$ cat src/rtl/mmc3_scanline_irq.sv
// MMC3 scanline IRQ: filtered PPU A12 rise counter with CPU-controlled latch.
// Define MMC3_NEC_IRQ_EN for the NEC zero-test behaviour (default: Sharp).
module mmc3_scanline_irq #(
  parameter int A12_LOW_MIN = 3,
  parameter int CNT_WIDTH   = 8
) (
  input  logic                 m2,
  input  logic                 rst_n,
  input  logic                 ppu_a12,
  input  logic                 reg_we,
  input  logic [1:0]           reg_sel,
  input  logic [CNT_WIDTH-1:0] reg_data,
  output logic                 irq_n,
  output logic [CNT_WIDTH-1:0] counter_out
);

  localparam logic [2:0] LOW_MIN = 3'(A12_LOW_MIN);

  logic                 a12_s1, a12_s2, a12_s3;
  logic [2:0]           low_cnt;
  logic [CNT_WIDTH-1:0] latch, counter, cnt_next;
  logic                 reload_pending, irq_enable, irq_pending;
  logic                 ce, do_reload, fire;
  logic                 wr_latch, wr_reload, wr_ack, wr_en;

  assign wr_latch  = reg_we && (reg_sel == 2'd0);
  assign wr_reload = reg_we && (reg_sel == 2'd1);
  assign wr_ack    = reg_we && (reg_sel == 2'd2);
  assign wr_en     = reg_we && (reg_sel == 2'd3);

  assign ce = a12_s2 & ~a12_s3 & (low_cnt >= LOW_MIN);

  always_comb begin
    do_reload = (counter == '0) || reload_pending;
    cnt_next  = do_reload ? latch : counter - CNT_WIDTH'(1);
`ifdef MMC3_NEC_IRQ_EN
    // NEC parts only fire when the counter actually transitions to zero
    fire = ce && (cnt_next == '0) && irq_enable &&
           ((counter != '0) || reload_pending);
`else
    fire = ce && (cnt_next == '0) && irq_enable;
`endif
  end

  always_ff @(posedge m2 or negedge rst_n) begin
    if (!rst_n) begin
      a12_s1 <= 1'b0;
      a12_s2 <= 1'b0;
      a12_s3 <= 1'b0;
      low_cnt <= 3'd0;
    end else begin
      a12_s1 <= ppu_a12;
      a12_s2 <= a12_s1;
      a12_s3 <= a12_s2;
      if (a12_s2)
        low_cnt <= 3'd0;
      else if (low_cnt != 3'd7)
        low_cnt <= low_cnt + 3'd1;
    end
  end

  always_ff @(posedge m2 or negedge rst_n) begin
    if (!rst_n) begin
      latch          <= '0;
      counter        <= '0;
      reload_pending <= 1'b0;
      irq_enable     <= 1'b0;
      irq_pending    <= 1'b0;
    end else begin
      if (wr_latch)
        latch <= reg_data;
      // CPU reload write wins over a coincident clock event
      if (wr_reload) begin
        counter        <= '0;
        reload_pending <= 1'b1;
      end else if (ce) begin
        counter        <= cnt_next;
        reload_pending <= 1'b0;
      end
      if (wr_ack)
        irq_enable <= 1'b0;
      else if (wr_en)
        irq_enable <= 1'b1;
      if (wr_ack)
        irq_pending <= 1'b0;
      else if (fire)
        irq_pending <= 1'b1;
    end
  end

  assign irq_n       = ~irq_pending;
  assign counter_out = counter;

endmodule

$ cat config.mk
export PLATFORM = sky130hd
export DESIGN_NAME = mmc3_scanline_irq
export DESIGN_NICKNAME = d
export VERILOG_FILES = /design/src/rtl/mmc3_scanline_irq.sv
export SDC_FILE = /design/constraint.sdc
export NUM_CORES = 1
export LEC_CHECK = 0
export CAP_MARGIN = 20
export CORE_MARGIN = 5
export CORE_UTILIZATION = 42
export CTS_CLUSTER_DIAMETER = 60
export DETAILED_ROUTE_END_ITERATION = 10
export GPL_TIMING_DRIVEN = 0
export HOLD_SLACK_MARGIN = 0.08
export PLACE_DENSITY = 0.64
export SYNTH_ARGS = -nofsm -noshare
export SYNTH_HDL_FRONTEND = slang
export SYNTH_SLANG_ARGS = --single-unit
$ cat constraint.sdc
create_clock -name m2 -period 5.88 [get_ports m2]
set_clock_uncertainty 0.15 [all_clocks]
set_input_delay 1.176 -clock m2 [delete_from_list [all_inputs] [get_ports m2]]
set_output_delay 1.176 -clock m2 [all_outputs]
set_load 0.02 [all_outputs]
==> summary.txt, run 1 <==
Floorplanning
  • Die Area: 4450 um2
  • Core outline area: between 3000 and 4000 um2
  • Starting Density: 0.439
  • Row count: 20
  • Boundary pin count: 23
  • Die H: 66.7 um
  • Die width: 66.7 um

Pwr
  • Register share of total power: 0.434
  • Switching share of power: 0.374
  • Max IR drop VDD: 0.133 mV
  • Total power: approximately 0.55 mW
  • Combinational share of power: 0.428
  • Leak Pwr: 0.714 nW
  • Clock power share: 0.138
  • PD cells: 327 nW/um2
  • Psw: ~0.2 mW
  • Internal power: 0.344 mW

Routing
  • Total wire length: 2810 um
  • 1st-pass router iterations: 4
  • Post-route ant nets: 0
  • 1st-iter DRT viols: 51
  • DRC Markers: 0
  • Vias/cell: 5.38
  • Routed length per placed instance: between 10 and 15 um
  • Routed via count: 1,033

CTS
  • Max Buffers Root-to-Sink: 2
  • CTS tree: built
  • Clock sink total: 25
  • # Post-CTS Setup Buffers: 0
  • CTS H-tree lvls: 1
  • Root Buffer Master: clkbuf_4
  • CTS Hold Bufs: 0
  • CTS buffer count: 3
  • Clock latency on the worst-skew pair: slightly above 300 ps
  • Number of gates resized after CTS: 0
  • Worst-path clk slew: 130 ps

Synthesis
  • Post-synth top cells: 25 x dfrtp_1, 10 x nor2_1, 9 x mux2_2
  • Sequential element share of the synthesized area: 0.463
  • Number of synthesized register bits: 25
  • Share of the synthesized area in the top cell type: 0.463
  • Post-synth EDFFs: 0
  • Synth Flop Type: dfrtp_1
  • FFs w/ async S/R, synth: 1.00
  • Synth area leaders: dfrtp_1 46%, mux2_2 7.5%, ha_1 4.6%, mux2i_1 3.7%, nor2_1 2.8%
  • Synth Instances: 121
  • Synth warn: 0
  • Synth area leader: dfrtp_1
  • Cell area after synthesis: approximately 1400 um2
  • Mean post-synth cell area: 11.2 um2
  • Synth Net Count: 140
  • Number of distinct library cells after synthesis: 41
  • Most frequent cell after synthesis: dfrtp_1

Finish
  • Ant. Diodes: 0
  • Layout area overhead: 24.5%
  • Fraction of layout cells with a size suffix above 1: 0.155
  • Non-filler cells, final: 192
  • Filler Cell Count: ~280
  • Post-route cell area: 1680 um2
  • Nets: 168

Timing
  • Final Cycle Share: 0.483
  • Final hold vios: 0
  • Max-slew violation count: 0
  • Sum of negative setup slack: 0 ps
  • RSZ-0062 raised after global routing: no
  • Final min period: 2840 ps
  • Worst-Margin Slew: 572 ps
  • Setup violations, final: 0
  • Slew margin rel.: 0.617
  • Upper clock frequency limit: 352 MHz

Setup path
  • CP delay by family, top: buffers and inverters
  • Origin of the critical flop-to-flop path: counter_out[0]
  • CP Buf/Inv Count: 1
  • Slowest stage delay, CP: roughly 670 ps
  • CP cell instances: clkdlybuf4s50_1
  • Internal reg-to-reg setup slack: 3690 ps
  • CP max stage cell: clkdlybuf4s50_1
  • Critical path required time: 4550 ps
  • CP Capture Type: output port
  • R2r worst-path depth: 7
  • CP Class: reg2out
  • Crit path launch: counter_out[3]
  • CP arrival: 1510 ps
  • Crit-path max FO: 7
  • Reg2reg end: irq_pending
  • CP startpoint kind: flip-flop

Global route
  • Grt ovf: 0
  • GRT Total Usage: 0.145
  • Antenna violations before repair: 0
  • First-pass GRT wire length: between 4000 and 5000 um
  • Number of global-route vias before repair: 1,063
  • Largest net degree at the start of global routing: 26

Placed design
  • IO buf count: 22
  • Placed cell areas: around 1600 um2
  • Final Wtd Congestion: 0.820
  • Inst Count DP: 187
  • Final HPWL DP: around 2200 um

Min path
  • Worst hold stages: 0
  • Hold wc startpoint: a12_s1
  • Hold worst-path end: a12_s2
  • Worst min path class: reg2reg

Run
  • Max Cap Violations: 0

Run status
  • Status: complete, no violations
placed cells by master, fill, tap and decap left out, drive strengths merged, types with 2 or more instances in the layout:
cell and n:
a21o 2, a211o 2, nor3 4, a21oi 4, buf 2, mux2i 5
dfrtp 25, mux2 10, and2b 2, clkdlybuf4s50 22, xnor2 3, nand2 6
nor2 10, ha 5, and3 2, clkbuf 5, o21ai 5, nor3b 3
inv 7, nand3b 2, and3b 2, a211oi 2
final cells by class:
cell class                      count  area (um2)  share of cell area
Buffer                              3        12.5             0.00745
Clock buffer                        3        22.5              0.0134
Clock inverter                      1        5.00             0.00298
Inverter                            7        26.3              0.0156
Multi-Input combinational cell     86         686               0.408
Sequential cell                    25         626               0.372
Tap cell                           44        55.1              0.0328
Timing Repair Buffer               23         248               0.147
how the worst max path moves through the flow:
stage          slack (ps)             end  depth (start not counted)
6_report             3040  counter_out[3]                          1
5_1_grt              2980  counter_out[3]                          1
4_1_cts              3020  counter_out[3]                          1
3_5_place_dp         2990        latch[6]                          3
3_3_place_gp         3050        latch[4]                          3
2_1_floorplan        3630        latch[0]                          2
worst register-to-register path: cells and delay by family (launching register included):
kind	cells	cell delay [ps]
compound gates	3	710
fa+ha+maj	1	220
buf+inv	1	110
flops	1	430
mux	1	310
simple gates	1	180
power by group through the flow:
| stage | clock network (mW) | logic [mW] | registers (mW) |
|---|---|---|---|
| floorplan | 0 | 0.148 | 0.248 |
| finish | 0.0760 | 0.236 | 0.239 |
| CTS | 0.0801 | 0.235 | 0.238 |
| detailed placement | 0 | 0.234 | 0.242 |
| global route | 0.0839 | 0.258 | 0.245 |
| global placement | 0 | 0.226 | 0.239 |
registers in the layout, summed over array words and instances, names as in the netlist:
register        count
a12_s3              1
low_cnt             3
counter_out         8
a12_s1              1
reload_pending      1
a12_s2              1
irq_pending         1
latch               8
irq_enable          1
metal layers:
layer | wire length (um) | track usage
met1 | 1340 | 0.199
met3 | 133 | 0.0304
met4 | 40 | 0.0558
met2 | 1290 | 0.223
met5 | 0 | 0
metrics by stage:
stage / util / hold slack, ps / setup slack [ps]
finish: 0.546 / 222 / 3040
global route: 0.546 / 238 / 2980
CTS: 0.537 / 226 / 3020
detailed placement: 0.528 / 195 / 2990
global placement: 0.528 / 186 / 3050
floorplan: - / 181 / 3630
cell families after synthesis:
family | count (synthesis) | synth area share
simple gates | 37 | 0.172
compound gates | 25 | 0.143
xor+xnor | 4 | 0.0260
mux | 15 | 0.120
buf+inv | 10 | 0.0287
flops | 25 | 0.463
fa+ha+maj | 5 | 0.0463
No activity file was read; power rests on OpenSTA's default activity.
==> run 2: changes to the inputs <==
- PLACE_DENSITY: 0.64 -> 0.66
- clock period: 5.88 -> 2.6 ns (I/O delays scaled with it)
==> summary.txt, run 2 (synthesis gave the netlist of run 1 again) <==
Routing
  • DRC Markers: 0
  • Post-route ant nets: 0
  • Vias/cell: 5.29
  • Routed via count: 1,015
  • 1st-iter DRT viols: 44
  • 1st-pass router iterations: 4
  • Total wire length: 2750 um
  • Routed length per placed instance: approximately 14 um

Finish
  • Nets: 168
  • Ant. Diodes: 0
  • Post-route cell area: 1670 um2
  • Filler Cell Count: 300
  • Layout area overhead: 23.4%
  • Commonest non-fill, non-tap cell in the layout: dfrtp_1
  • Fraction of layout cells with a size suffix above 1: 0.149
  • Non-filler cells, final: 192
  • Final Util: 0.541
  • Commonest non-fill, non-tap cells in the layout: 25 x dfrtp_1, 22 x clkdlybuf4s50_1, 10 x nor2_1, 9 x mux2_2, 7 x inv_1

Min path
  • Worst hold stages: 0
  • Hold worst-path end: a12_s2
  • Hold wc startpoint: a12_s1
  • Worst min path class: reg2reg

CTS
  • Clock sink total: 25
  • Number of gates resized after CTS: 0
  • Max Buffers Root-to-Sink: 2
  • CTS H-tree lvls: 1
  • Root Buffer Master: clkbuf_4
  • # Post-CTS Setup Buffers: 0
  • Clock latency on the worst-skew pair: 320 ps
  • CTS buffer count: 3
  • Worst-path clk slew: 130 ps
  • CTS tree: built
  • CTS Hold Bufs: 0

Timing
  • PnR worst setup slack: 360 ps
  • Slew margin rel.: 0.603
  • Sum of negative setup slack: 0 ps
  • RSZ-0062 raised after global routing: no
  • Worst-Margin Slew: around 600 ps
  • Hold slack: approximately 210 ps
  • Final min period: 2240 ps
  • Setup violations, final: 0
  • Upper clock frequency limit: 447 MHz
  • Final Cycle Share: 0.861
  • Max-slew violation count: 0
  • Final hold vios: 0

Floorplanning
  • Starting Density: 0.439
  • Die H: 66.7 um
  • Die width: 66.7 um
  • Row count: 20
  • Boundary pin count: 23
  • Core outline area: 3080 um2
  • Die Area: 4450 um2

Setup path
  • Internal reg-to-reg setup slack: 360 ps
  • CP startpoint kind: flip-flop
  • CP max stage cell: dfrtp_1
  • Critical path required time: 2690 ps
  • CP Buf/Inv Count: 1
  • Origin of the critical flop-to-flop path: counter_out[0]
  • CP cell instances: inv_1 -> ha_1 -> nor3b_2 -> a21oi_4 -> mux2i_1 -> o2111ai_1 -> o31ai_2
  • CP Capture Type: flip-flop
  • Reg2reg end: irq_pending
  • CP delay by family, top: compound AO/OA/AOI/OAI gates
  • R2r worst-path depth: 7
  • CP arrival: 2330 ps
  • Crit-path max FO: 10
  • Slowest stage delay, CP: roughly 430 ps
  • CP Class: reg2reg
  • Crit path launch: counter_out[0]

Placed design
  • IO buf count: 22
  • Inst Count DP: 187
  • Final Wtd Congestion: roughly 0.85
  • Pre-CTS WS: 349 ps
  • Final HPWL DP: 2170 um
  • Placed cell areas: 1630 um2

Pwr
  • Leak Pwr: a little over 0.7 nW
  • Max IR drop VDD: 0.306 mV
  • Total power: between 1 and 1.5 mW
  • PD cells: 742 nW/um2

Global route
  • Antenna violations before repair: 0
  • Number of global-route vias before repair: between 1,000 and 1,500
  • GRT Total Usage: 0.143
  • Grt ovf: 0
  • Largest net degree at the start of global routing: 26
  • First-pass GRT wire length: 4770 um

Run
  • Max Cap Violations: 0

Run status
  • Status: complete, no violations
==> run 2: cell types whose count changed in the layout (fill, tap and decap cells not counted), sizes merged <==
| cell | before | now |
|---|---|---|
| clkinv | 1 | 0 |
| clkbuf | 5 | 6 |
==> run 2: how the worst max path moves through the flow <==
| stage | to | slack (ps) | cells after the start |
|---|---|---|---|
| floorplan | counter_out[3] | 530 | 7 |
| global placement | latch[2] | 430 | 3 |
| detailed placement | latch[2] | 350 | 3 |
| CTS | irq_pending | 360 | 7 |
| global route | irq_pending | 160 | 7 |
| finish | irq_pending | 360 | 7 |
==> run 2: layout make-up <==
cell class	instances	area, um2	share of cell area
Multi-Input combinational cell	86	686	0.411
Sequential cell	25	626	0.375
Timing Repair Buffer	23	235	0.141
Tap cell	44	55.1	0.0330
Clock buffer	4	26.3	0.0158
Inverter	7	26.3	0.0158
Buffer	3	12.5	0.00751
==> run 2: worst register-to-register path: cells and delay by family (launching register included) <==
family          cells  cell delay (ps)
compound gates      3              740
buf+inv             1              110
mux                 1              330
flops               1              430
simple gates        1              190
fa+ha+maj           1              220
==> run 2: where the power goes <==
part           switching [mW]  internal, mW
clock                   0.112        0.0600
sequential             0.0811         0.455
combinational           0.265         0.265
total                   0.458         0.779
==> run 2: routing by layer <==
metal  part of all wire  vias up  routed length (um)  global-route usage
met5                  0        -                   0                   0
met4              0.022        0                  61              0.0711
met3              0.053        6                 145              0.0202
met2               0.46       31                1260               0.224
met1               0.47      487                1290               0.192
li1                   -      491                   -                   -
